<file path="src/rtl/move_input_conditioner_pkg.sv">
// Shared definitions for the move input conditioner: direction encodings,
// default timing constants and the fixed-priority direction picker.
package move_input_conditioner_pkg;

  typedef enum logic [1:0] {
    DIR_UP    = 2'd0,
    DIR_DOWN  = 2'd1,
    DIR_LEFT  = 2'd2,
    DIR_RIGHT = 2'd3
  } dir_e;

  localparam int NUM_DIRS                = 4;
  localparam int DEFAULT_DEBOUNCE_CYCLES = 1_000_000;
  localparam int DEFAULT_REPEAT_DELAY    = 50_000_000;
  localparam int DEFAULT_REPEAT_PERIOD   = 25_000_000;

  // Lowest set bit wins, so up beats down beats left beats right.
  function automatic dir_e first_set(input logic [NUM_DIRS-1:0] v);
    dir_e pick;
    pick = DIR_UP;
    for (int i = NUM_DIRS - 1; i >= 0; i--) begin
      if (v[i]) pick = dir_e'(i[1:0]);
    end
    return pick;
  endfunction

endpackage

</file>
<file path="src/rtl/move_input_conditioner_debounce_cell.sv">
// One button lane: 2-flop synchronizer, debounce counter, stable level flop
// and a registered press pulse that coincides with the level's 0->1 change.
module debounce_cell
  import move_input_conditioner_pkg::*;
#(
  parameter int DEBOUNCE_CYCLES = DEFAULT_DEBOUNCE_CYCLES
) (
  input  logic clk,
  input  logic reset,
  input  logic btn_n,
  output logic level,
  output logic press
);

  localparam int CW = (DEBOUNCE_CYCLES > 1) ? $clog2(DEBOUNCE_CYCLES) : 1;
  localparam logic [CW-1:0] COUNT_LAST = CW'(DEBOUNCE_CYCLES - 1);

  logic          sync_q1;
  logic          sync_q2;
  logic          synced;
  logic [CW-1:0] count;

  assign synced = ~sync_q2;

  // Synchronizer flops reset to the released (high) level so a button held
  // through reset still has to debounce afterwards.
  always_ff @(posedge clk) begin
    if (reset) begin
      sync_q1 <= 1'b1;
      sync_q2 <= 1'b1;
      count   <= '0;
      level   <= 1'b0;
      press   <= 1'b0;
    end else begin
      sync_q1 <= btn_n;
      sync_q2 <= sync_q1;
      press   <= 1'b0;
      if (synced == level) begin
        count <= '0;
      end else if (count == COUNT_LAST) begin
        level <= synced;
        press <= synced;
        count <= '0;
      end else begin
        count <= count + CW'(1);
      end
    end
  end

endmodule

</file>
<file path="src/rtl/move_input_conditioner.sv">
// Turns four raw active-low buttons into debounced levels and a stream of
// move commands (press + auto-repeat) buffered in a 2-entry FIFO.
module move_input_conditioner
  import move_input_conditioner_pkg::*;
#(
  parameter int DEBOUNCE_CYCLES = DEFAULT_DEBOUNCE_CYCLES,
  parameter int REPEAT_DELAY    = DEFAULT_REPEAT_DELAY,
  parameter int REPEAT_PERIOD   = DEFAULT_REPEAT_PERIOD
) (
  input  logic       clk,
  input  logic       reset,
  input  logic [3:0] btn_n,
  output logic [3:0] btn_level,
  output logic       move_valid,
  output logic [1:0] move_dir,
  input  logic       move_ready,
  output logic       overflow
);

  // Repeat scheme relies on REPEAT_PERIOD <= REPEAT_DELAY for the reload value.
  localparam int HW = $clog2(REPEAT_DELAY + 1);
  localparam logic [HW-1:0] HOLD_FIRE   = HW'(REPEAT_DELAY);
  localparam logic [HW-1:0] HOLD_RELOAD = HW'(REPEAT_DELAY - REPEAT_PERIOD + 1);

  logic [3:0]    press;
  logic [3:0]    repeat_evt;
  logic [3:0]    events;
  logic [HW-1:0] hold_cnt [NUM_DIRS];
  dir_e          winner;
  logic          multi;
  dir_e          fifo_mem [2];
  logic          rd_ptr;
  logic          wr_idx;
  logic [1:0]    count;
  logic          full;
  logic          pop;
  logic          push;

  for (genvar i = 0; i < NUM_DIRS; i++) begin : g_cell
    debounce_cell #(.DEBOUNCE_CYCLES(DEBOUNCE_CYCLES)) u_cell (
      .clk   (clk),
      .reset (reset),
      .btn_n (btn_n[i]),
      .level (btn_level[i]),
      .press (press[i])
    );
  end

  // hold_cnt counts cycles since the press; after each repeat it is reloaded
  // so that it reaches HOLD_FIRE again exactly REPEAT_PERIOD cycles later.
  always_ff @(posedge clk) begin
    for (int i = 0; i < NUM_DIRS; i++) begin
      if (reset || !btn_level[i]) hold_cnt[i] <= '0;
      else if (press[i])          hold_cnt[i] <= HW'(1);
      else if (repeat_evt[i])     hold_cnt[i] <= HOLD_RELOAD;
      else                        hold_cnt[i] <= hold_cnt[i] + HW'(1);
    end
  end

  always_comb begin
    repeat_evt = '0;
    for (int i = 0; i < NUM_DIRS; i++) begin
      repeat_evt[i] = btn_level[i] && !press[i] && (hold_cnt[i] == HOLD_FIRE);
    end
  end

  assign events     = press | repeat_evt;
  assign winner     = first_set(events);
  assign multi      = (events & (events - 4'd1)) != 4'd0;
  assign move_valid = (count != 2'd0);
  assign full       = (count == 2'd2);
  assign pop        = move_valid && move_ready;
  assign push       = (events != 4'd0) && (!full || pop);
  assign wr_idx     = rd_ptr ^ count[0];
  assign move_dir   = move_valid ? fifo_mem[rd_ptr] : DIR_UP;

  // wr_idx lands on the slot being freed when a pop and push share a cycle.
  always_ff @(posedge clk) begin
    if (reset) begin
      rd_ptr      <= 1'b0;
      count       <= 2'd0;
      overflow    <= 1'b0;
      fifo_mem[0] <= DIR_UP;
      fifo_mem[1] <= DIR_UP;
    end else begin
      overflow <= (events != 4'd0) && (multi || (full && !pop));
      if (push) fifo_mem[wr_idx] <= winner;
      if (pop)  rd_ptr <= ~rd_ptr;
      unique case ({push, pop})
        2'b10:   count <= count + 2'd1;
        2'b01:   count <= count - 2'd1;
        default: count <= count;
      endcase
    end
  end

endmodule

</file>
<file path="config.mk">
export PLATFORM = sky130hd
export DESIGN_NAME = move_input_conditioner
export DESIGN_NICKNAME = d
export VERILOG_FILES = /design/src/rtl/move_input_conditioner_pkg.sv /design/src/rtl/move_input_conditioner_debounce_cell.sv /design/src/rtl/move_input_conditioner.sv
export SDC_FILE = /design/constraint.sdc
export NUM_CORES = 1
export LEC_CHECK = 0
export CAP_MARGIN = 20
export CORE_MARGIN = 1.5
export CORE_UTILIZATION = 55
export CTS_CLUSTER_DIAMETER = 50
export DETAILED_ROUTE_END_ITERATION = 16
export PLACE_DENSITY = 0.79
export SYNTH_ARGS = -nofsm -noshare
export SYNTH_HDL_FRONTEND = slang
export SYNTH_SLANG_ARGS = --single-unit
</file>
<file path="constraint.sdc">
create_clock -name clk -period 6.35 [get_ports clk]
set_input_delay 0.9525 -clock clk [delete_from_list [all_inputs] [get_ports clk]]
set_output_delay 0.9525 -clock clk [all_outputs]
set_load 0.02 [all_outputs]
</file>
==> impl_metrics.py <==
metrics = {
    "sta": {
        "max_slew_margin_pct": 40.5,
        "maxSlewViolCount": 0,
        "hold_viol": 0,
        "fin_crit_sh_pct": 46.8,
        "max_freq_mhz": 336,
        "setup_tns_ns": 0,
        "setup-violations-final": 0,
        "hold-worst-slack_ns": 0.408,
        "fin_crit_ns": 2.97,
        "skew_ns": 0.0101,
        "fin_ws_ns": 3.38,
        "rsz0062_at_grt": "false",
        "tightestPinTransition_ns": 0.890,
    },
    "cts": {
        "cts_setup_buffers": 0,
        "cts.path.max_buffers": 3,
        "cts_resized": 0,
        "holdBufCountCts": 0,
        "clkTransAtPathRegs_ns": 0.06,
        "clock_sinks": 209,
        "cts_made_buffers": 25,
        "clk_latency_ns": 0.51,
        "cts-root-buf": "clkbuf_16",
        "cts_tree": "done",
        "cts_htree_levels": 1,
    },
    "detailed_routing": {
        "first_pass_iters": 4,
        "finalWirelength_um": 18300,
        "postRouteAntennaNets": 0,
        "wire_per_inst_um": 13.1,
        "vias": 7383,
        "via_per_inst": 5.28,
        "drtIter0Drc": 452,
        "drc_errors": 0,
    },
    "final_layout": {
        "layout-drive-gt1-share_pct": 5.04,
        "layout_common_cells": "nor2_1 (174), edfxtp_1 (108), conb_1 (104)",
        "antenna_cells": 0,
        "final_core_util_pct": 65.2,
        "final_common_cell": "nor2_1",
        "nFillCells": 1420,
        "layout.nets": 1172,
        "area_growth_syn_to_layout_pct": 15.3,
    },
    "logic_synthesis": {
        "synth-edff-count": 108,
        "syn-cell-area_mm2": 0.0102,
        "synthSimpleGateAreaFrac_pct": 25.6,
        "synth-xor-area-share_pct": 14.9,
        "synth-main-ff-cell": "edfxtp_1",
        "syn-mean-instance-area_um2": 9.87,
        "synth_compound_area_share_pct": 3.84,
        "synth_top_family_by_area": "simple AND/OR/NAND/NOR gates",
        "netlist_instances": 1036,
        "synth_warnings": 0,
        "synth.mux.area_fraction_pct": 0.196,
        "yosysSeqAreaShare_pct": 51.5,
        "ys_async_sr_fraction_pct": 0,
        "synthAdderAreaFrac_pct": 1.70,
        "ys_ff_latch": 209,
        "synth_cell_types": 52,
    },
    "floorplanning": {
        "rows": 49,
        "die_h_um": 139,
        "start_util_pct": 56.5,
        "core_mm2": 0.0181,
        "die_w_um": 139,
        "dieArea_mm2": 0.0194,
        "ios": 15,
    },
    "outcome": {
        "status": "finished, final reports clean",
    },
    "power": {
        "p_leak_nw": 4.10,
        "cellPowerDensity_mw_per_mm2": 256,
        "peakVddDrop_v": 0.000200,
        "p_total_mw": 3.02,
    },
    "grt": {
        "grt_antenna_before_repair": 1,
        "grt_max_degree": 37,
        "grt_use_total_pct": 19.6,
        "grt_overflow_total": 0,
        "grt_first_pass_wirelength_um": 32400,
        "grt_pass1_vias": 7227,
    },
    "critical_path": {
        "crit_type": "register to output pin",
        "reg2reg_to": "count[1]",
        "cp_top_family": "buffers and inverters",
        "r2r_start": "hold_cnt[0][0]",
        "cp_num_buf_inv": 1,
        "reg2reg_depth": 10,
        "crit_required_ns": 5.40,
        "worstSetupStartpointType": "register",
        "crit_chain": "nor2_1 > nor2_1 > clkdlybuf4s50_1",
        "cp-end-kind": "output pin",
        "crit_top_cell": "nor2_1",
        "reg2reg_slack_ns": 3.42,
        "slowest_delay_ns": 0.64,
        "crit_path_max_fanout": 6,
        "crit_path_top_delay_cell": "clkdlybuf4s50_1",
        "cp_data_arrival_time_ns": 2.02,
    },
    "hold_path": {
        "hold_start": "g_cell[0].u_cell.sync_q1",
        "hold_path_end": "g_cell[0].u_cell.sync_q2",
        "min_path_cells": 1,
        "hp-class": "register to register",
    },
    "placement": {
        "post-dp-hpwl_um": 12400,
        "dpl_worst_slack_ns": 3.35,
        "numPortBuffers": 14,
        "gp_congestion": 0.797,
    },
    "job": {
        "maxCapViolCount": 0,
    },
}
power breakdown:
group / total, mW / switching [mW] / internal, mW
sequential: 1.48 / 0.0297 / 1.45
clock: 1.49 / 0.537 / 0.953
combinational: 0.0569 / 0.0330 / 0.0240
total: 3.02 / 0.600 / 2.42
registers in the layout, indices dropped and copies added (netlist names), named ones only:
| register | cells |
|---|---|
| g_cell.u_cell.level | 4 |
| g_cell.u_cell.sync_q1 | 4 |
| count | 2 |
| rd_ptr | 1 |
| g_cell.u_cell.sync_q2 | 4 |
| hold_cnt | 104 |
| g_cell.u_cell.press | 4 |
| fifo_mem | 4 |
| g_cell.u_cell.count | 80 |
| overflow | 1 |
logic make-up after synthesis:
group                    Yosys count
buffers and inverters             49
AO/OA/AOI/OAI                     71
flip-flops                       209
multiplexers                       2
adder cells (fa/ha/maj)           14
AND/OR/NAND/NOR                  516
XOR/XNOR                         174
other                              1
stage by stage:
step | cells | instance area, µm²
floorplan | 1139 | 10600
global placement | 1354 | 10900
detailed placement | 1354 | 10900
CTS | 1399 | 11800
global route | 1399 | 11800
finish | 1399 | 11800
synth_stat cells (4+ instances only):
master	number	area share (%)
nand3_1	80	3.9
dfxtp_1	101	20
and3_1	43	2.6
nand4_1	34	2.1
edfxtp_1	108	32
xor2_1	98	8.4
nor3_1	21	1.0
buf_2	7	0.34
nor2_1	174	6.4
or3_1	5	0.31
buf_4	4	0.29
and4_1	11	0.94
nand2_1	73	2.7
a21oi_1	9	0.44
and2_1	6	0.37
ha_1	13	1.6
or2_2	10	0.61
o21ai_0	51	2.5
nor2b_1	6	0.37
nor4b_1	11	0.94
clkbuf_1	16	0.59
inv_1	20	0.73
nor4_1	17	1.0
xnor2_1	76	6.5
final cells by class:
cell class                 instances  area (µm²)  share of cell area, %
tap                              229         287                   2.43
timing repair buffer              15         148                   1.25
inverter                          20        75.1                  0.637
sequential                       209        5270                   44.7
clock buffer                      39         805                   6.83
clock inverter                     6        85.1                  0.722
multi-input combinational        881        5120                   43.5
worst register-to-register path: cells and delay by family (launching register included):
family	cells	cell delay, ns
simple gates	5	1.16
compound gates	2	0.74
fa+ha+maj	2	0.48
flops	1	0.42
buf+inv	1	0.06
routing by layer:
layer  global-route usage, %  routed length [µm]  share of wire (%)  vias up
li1                        -                   -                  -     3765
met1                    26.3                8670                 47     3463
met2                    32.5                8460                 46      125
met3                    4.16                 901                4.9       30
met4                    4.87                 263                1.4        0
met5                       0                   0                  0        -
how the worst max path moves through the flow:
| stage | from | depth (start not counted) | slack [ns] | end |
|---|---|---|---|---|
| final | count[0] | 3 | 3.38 | move_dir[1] |
| after global routing | count[0] | 3 | 3.27 | move_dir[1] |
| after CTS | count[0] | 3 | 3.36 | move_dir[1] |
| after detailed placement | reset | 5 | 3.35 | hold_cnt[3][24] |
| after global placement | reset | 4 | 3.42 | hold_cnt[1][6] |
| after floorplan | hold_cnt[1][18] | 8 | 3.86 | count[1] |
Power figures use the tool's default switching activity.
